`src/rtl/rf_wb_scheduler.sv`:
```
// Register-file write-port scheduler: merges pipe WB and long-latency unit
// results, tracks LU destinations in a busy scoreboard, and bounds LU starvation.
module rf_wb_scheduler #(
    parameter int XLEN       = 64,
    parameter int NREG       = 32,
    parameter int STARVE_MAX = 4,
    parameter int AW         = $clog2(NREG)
) (
    input  logic            clk,
    input  logic            rst,
    input  logic [AW-1:0]   dec_rs1_i,
    input  logic [AW-1:0]   dec_rs2_i,
    input  logic [AW-1:0]   dec_rd_i,
    input  logic            dec_valid_i,
    output logic            dec_stall_o,
    input  logic            lu_issue_i,
    input  logic [AW-1:0]   lu_issue_rd_i,
    input  logic            lu_valid_i,
    input  logic [AW-1:0]   lu_rd_i,
    input  logic [XLEN-1:0] lu_data_i,
    input  logic [XLEN-1:0] lu_pc_i,
    output logic            lu_ready_o,
    input  logic            pipe_wb_en_i,
    input  logic [AW-1:0]   pipe_wb_rd_i,
    input  logic [XLEN-1:0] pipe_wb_data_i,
    input  logic [XLEN-1:0] pipe_wb_pc_i,
    output logic            wb_hold_o,
    output logic            rf_wr_en_o,
    output logic [AW-1:0]   rf_wr_addr_o,
    output logic [XLEN-1:0] rf_wr_data_o,
    output logic [XLEN-1:0] commit_pc_o
);

    localparam int CW = $clog2(STARVE_MAX + 1);
    localparam logic [CW-1:0] STARVE_LAST = CW'(STARVE_MAX - 1);

    logic [NREG-1:0] busy_q, busy_d;
    logic [CW-1:0]   starve_q, starve_d;
    logic            hold_q, hold_d;
    logic            pipe_req;
    logic            lu_refused;

    assign wb_hold_o  = hold_q;
    assign pipe_req   = pipe_wb_en_i & ~hold_q;
    assign lu_ready_o = lu_valid_i & ~pipe_req;
    assign lu_refused = lu_valid_i & ~lu_ready_o;

    always_comb begin
        rf_wr_en_o   = 1'b0;
        rf_wr_addr_o = '0;
        rf_wr_data_o = '0;
        commit_pc_o  = '0;
        if (pipe_req) begin
            rf_wr_en_o   = 1'b1;
            rf_wr_addr_o = pipe_wb_rd_i;
            rf_wr_data_o = pipe_wb_data_i;
            commit_pc_o  = pipe_wb_pc_i;
        end else if (lu_valid_i) begin
            rf_wr_en_o   = 1'b1;
            rf_wr_addr_o = lu_rd_i;
            rf_wr_data_o = lu_data_i;
            commit_pc_o  = lu_pc_i;
        end
    end

    always_comb begin
        dec_stall_o = 1'b0;
        if (dec_valid_i) begin
            dec_stall_o = ((dec_rs1_i != '0) & busy_q[dec_rs1_i])
                        | ((dec_rs2_i != '0) & busy_q[dec_rs2_i])
                        | ((dec_rd_i  != '0) & busy_q[dec_rd_i]);
        end
    end

    // Clear before set so a same-edge retire/issue of one rd leaves it busy.
    always_comb begin
        busy_d = busy_q;
        if (lu_ready_o) begin
            busy_d[lu_rd_i] = 1'b0;
        end
        if (lu_issue_i && (lu_issue_rd_i != '0)) begin
            busy_d[lu_issue_rd_i] = 1'b1;
        end
        busy_d[0] = 1'b0;
    end

    always_comb begin
        starve_d = '0;
        hold_d   = 1'b0;
        if (lu_refused) begin
            starve_d = starve_q + 1'b1;
            hold_d   = (starve_q == STARVE_LAST);
        end
    end

    always_ff @(posedge clk) begin
        if (rst) begin
            busy_q   <= '0;
            starve_q <= '0;
            hold_q   <= 1'b0;
        end else begin
            busy_q   <= busy_d;
            starve_q <= starve_d;
            hold_q   <= hold_d;
        end
    end

endmodule

```
`config.mk`:
```
export PLATFORM = sky130hd
export DESIGN_NAME = rf_wb_scheduler
export DESIGN_NICKNAME = d
export VERILOG_FILES = /design/src/rtl/rf_wb_scheduler.sv
export SDC_FILE = /design/constraint.sdc
export NUM_CORES = 1
export LEC_CHECK = 0
export ABC_AREA = 1
export CAP_MARGIN = 10
export CORE_AREA = 2 2 169 171
export CTS_BUF_LIST = sky130_fd_sc_hd__clkbuf_16
export DETAILED_ROUTE_END_ITERATION = 7
export DIE_AREA = 0 0 171 173
export GPL_TIMING_DRIVEN = 0
export PLACE_DENSITY = 0.55
export SLEW_MARGIN = 20
export SYNTH_ARGS = -nofsm -noshare
export SYNTH_HDL_FRONTEND = slang
export SYNTH_SLANG_ARGS = --single-unit
```
`constraint.sdc`:
```
create_clock -name clk -period 2 [get_ports clk]
set_input_delay 0.5 -clock clk [delete_from_list [all_inputs] [get_ports clk]]
set_output_delay 0.5 -clock clk [all_outputs]
set_load 0.02 [all_outputs]
```
== After elaboration in Yosys (flattened, before gate mapping) ==
Cells that the tools add are included.
Storage, ports and cells
  bits in registers: 36
  bits of input ports: 292
  output and inout port bits: 137
Operators by class
  add/subtract/negate cells: 1
  magnitude comparators: 7
  equality and inequality tests: 1
  mux-type cells: 21
  bitwise logic cells: 15
  reduce and logical (&&, ||, !) cells: 8
Operators by type and width (count)
  2-to-1 mux 64 bit: 4
  2-to-1 mux 32 bit: 2
  bitwise AND 32 bit: 1
  inverter 32 bit: 1
  bitwise OR 32 bit: 1
  < comparator 5 x 6 -> 1 bit (second input constant): 5
  nonzero test 5 bit: 4
  binary-select mux 1 bit (select 5 bit): 3
  demux 1 bit (select 5 bit): 2
  >= comparator 5 x 1 -> 1 bit (second input constant): 2
  2-to-1 mux 5 bit: 2
  2-to-1 mux 1 bit: 8
  bitwise AND 1 bit: 6
  inverter 1 bit: 4
  adder 3 x 1 -> 3 bit (second input constant): 1
  == test 3 x 2 -> 1 bit (second input constant): 1
  logical AND 1 bit: 3
  bitwise OR 1 bit: 2
  OR reduction 2 bit: 1

== Logic depth before layout (Yosys ltp) ==
  depth after elaboration: 9
  gate-level depth with buffers: 13
  depth with buffers taken out: 12

== Least setup slack after synthesis ==
No wires, ideal clock.
  path type: input to output
  start: input port pipe_wb_en_i
  end: output port commit_pc_o[10]
  arrival time: 1512 ps
  required time: 1500 ps
  setup slack: -12 ps
  cell stages on the path: 5
  cell sequence: inv_1 -> nor2_4 -> nor2_4 -> buf_1 -> a22o_1
On the way
  longest elaborated chain between the ends: 2
Ends and longest elaborated chain
  from (decl): RTL line 23  | input logic pipe_wb_en_i,
  bitwise AND 1 bit: RTL line 44  | assign pipe_req = pipe_wb_en_i & ~hold_q;
  2-to-1 mux 64 bit: RTL line 53  | if (pipe_req) begin
  to (decl): RTL line 31  | output logic [XLEN-1:0] commit_pc_o
No other way between the ends.

== Final worst setup path ==
  start: register hold_q (netlist: wb_hold_o)
  end: output port rf_wr_data_o[6]
On the way
  longest elaborated chain between the ends: 3
Ends and longest elaborated chain
  from (decl): RTL line 39  | logic hold_q, hold_d;
  from (signal assigned): RTL line 104  | hold_q <= hold_d;
  inverter 1 bit: RTL line 44
  bitwise AND 1 bit: RTL line 44
  2-to-1 mux 64 bit: RTL line 53
  to (decl): RTL line 30  | output logic [XLEN-1:0] rf_wr_data_o,
No other way between the ends.

==> flow_summary.toml <==
[outcome]
run_status = "finished, violations left"
violations = "setup timing"

[critical_path]
cpMostUsedCell = "buf_12"
start_kind = "flop"
regToRegStartpoint = "wb_hold_o"
slowest_delay_ps = 360
worst-path-buf-inv = 5
ff2ff_setup_slack_ps = 160
critPathMaxFanout = 10
worst-setup-path-type = "reg2out"
end_kind = "output pin"
crit_path_top_delay_cell = "dfxtp_4"
crit_chain = "nor2_4 -> buf_12 -> nor2_4 -> buf_12 -> buf_12 -> buf_8 -> a22o_4 -> buf_6"
critPathTopFamily = "buffers and inverters"
r2r.worst_path.cells = 10
required_ps = 1500
crit_arrival_ps = 1750
r2r-end = "busy_q[3]"

[floorplan]
dieArea_sq_um = 29600
start_util_pct = 14.1
num_rows = 61
die_y_microns = 173
core_area_sq_um = 27600
ios = 429
die_w_microns = 171

[sta]
finalWorstSetupSlack_ps = -246
grt_setup_unrepaired = "yes"
finalSetupViolCount = 134
max_slew_margin_pct = 55.9
finClkSkew_ps = 1.53
fin_crit_sh_pct = 112
drv_slew = 0
fmax_ghz = 0.445
hold_viol_final = 0
post-route-min-period_ps = 2250
whs_ps = 427
tightestPinTransition_ps = 659

[synth]
netlist_area_sq_um = 3900
synth-seq-cells = 35
syn_avg_cell_area_sq_um = 6.27
ys_async_sr_fraction_pct = 0
synth_cell_types = 25
synth_ff_type = "dfxtp_1"
syn_nets = 916
syn_inst = 622
ys_seq_area_share_pct = 18.0
synth_edf_count = 0
synth-warning-count = 0

[global_routing]
track_usage_pct = 24.4
grt_pass1_wl_mm = 50.6
grt_max_degree = 11
grt_pass1_vias = 6671
grt_overflow = 0
antenna_found_initial = 22

[min_path]
min_from = "starve_q[0]"
hp-class = "reg2reg"
holdPathStages = 1
holdPathEnd = "starve_q[0]"

[power]
p_leak_nw = 4.25
power.density_nw_per_um2 = 388
irDropWorstVdd_v = 0.000311

[detailed_routing]
drt-vias-per-instance = 4.56
drc = 0
routed_wl_mm = 38.1
drt_first_pass_iters = 6
first_iter_violations = 501
ant_nets = 0
wl_per_cell_microns = 25.9
via_count = 6685

[placement]
dp_hpwl_mm = 33.0
dp_slack_ps = -1760
place_congestion = 0.887
numPortBuffers = 425

[finish]
multi_input_area_sq_um = 2900
post_route_cells_drive_above_1_share_pct = 24.1
final_common_cell = "clkdlybuf4s50_1"
fin_nets = 1374
syn_to_final_growth_pct = 150
final_util_pct = 35.3
seq_area_sq_um = 704
nFillCells = 3026
final_cell_mix = "clkdlybuf4s50_1 (278), nand2_1 (173), buf_6 (131)"

[clocking]
clock_sinks = 35
cts_buffers = 5
cts-root-buf = "clkbuf_16"
h-tree-depth = 2
clk_pin_slew_ps = 50
cts_hold_buf = 0
clockBufferDepth = 2
clk_latency_ps = 280
cts_tree = "yes"

[job]
max_cap_viol_count = 0
how the worst max path moves through the flow:
stage	end	slack, ps	cells after the start	start
2_1_floorplan	dec_stall_o	80	11	dec_rs2_i[0]
5_1_grt	rf_wr_data_o[4]	-290	8	wb_hold_o
6_report	rf_wr_data_o[6]	-250	8	wb_hold_o
3_3_place_gp	rf_wr_data_o[55]	-1760	6	pipe_wb_en_i
3_5_place_dp	rf_wr_data_o[55]	-1760	6	pipe_wb_en_i
4_1_cts	rf_wr_data_o[63]	-320	11	pipe_wb_en_i
sequential cells by signal, summed over array words and instances (netlist names):
register   count
wb_hold_o      1
busy_q        31
starve_q       3
metal layers:
metal  global-route usage (%)  wire length, microns
met5                        0                   126
met4                     4.48                   678
met3                     11.2                  4470
met2                     42.9                 18700
met1                     27.1                 14100
per-stage QoR:
step           std cells  cell area [sq um]  total power [W]  setup TNS, ps
2_1_floorplan        622               3900          0.00150              0
3_3_place_gp        1425               8630          0.00277        -223210
3_5_place_dp        1425               8630          0.00277        -225180
4_1_cts             1456               9490          0.00370         -28260
5_1_grt             1465               9750          0.00393         -27690
6_report            1467               9750          0.00378         -20500
synthesized netlist by cell type, types with 4 or more instances:
library cell | instances | share of area, %
o211ai_1 | 4 | 0.77
nor2_1 | 14 | 1.3
nand2_1 | 173 | 17
clkbuf_1 | 10 | 0.96
o21ai_0 | 32 | 4.1
a22o_1 | 128 | 29
nor3_1 | 7 | 0.90
dfxtp_1 | 35 | 18
o21ai_1 | 5 | 0.64
nand3_1 | 75 | 9.6
buf_2 | 19 | 2.4
buf_6 | 7 | 2.0
a21oi_1 | 31 | 4.0
inv_1 | 61 | 5.9
power breakdown:
group / internal (W) / switching [W] / total, W / leakage (nW)
clock: 0.000448 / 0.000291 / 0.000739 / 0.0672
sequential: 0.000705 / 0.00000570 / 0.000711 / 0.283
combinational: 0.00127 / 0.00106 / 0.00233 / 3.90
repair_timing:
| item | in CTS | in global routing |
|---|---|---|
| cloned | 8 | 3 |
| pin swaps | 15 | 18 |
| setup endpoints to repair | 171 | 151 |
| gates resized for setup | 943 | 93 |
| setup buffers | 17 | 8 |
layout make-up:
cell class	count	area share, %
diodes	9	0.231
plain buffers	36	4.32
clock buffers	5	1.28
clock inverters	2	0.0898
inverters	65	2.76
multi-input cells	482	29.7
flip-flops and latches	35	7.22
well taps	378	4.85
repair buffers	455	49.5
logic make-up (layout without fill, tap and decap cells):
logic type               count (synthesis)  after routing  synth area share, %
AND/OR/NAND/NOR                        277            277                 30.1
AO/OA/AOI/OAI                          203            203                 38.7
buffers and inverters                  105            563                 12.5
flip-flops                              35             35                 18.0
adder cells (fa/ha/maj)                  2              2                0.642
other                                    0              9                    0
Power figures use the tool's default switching activity.
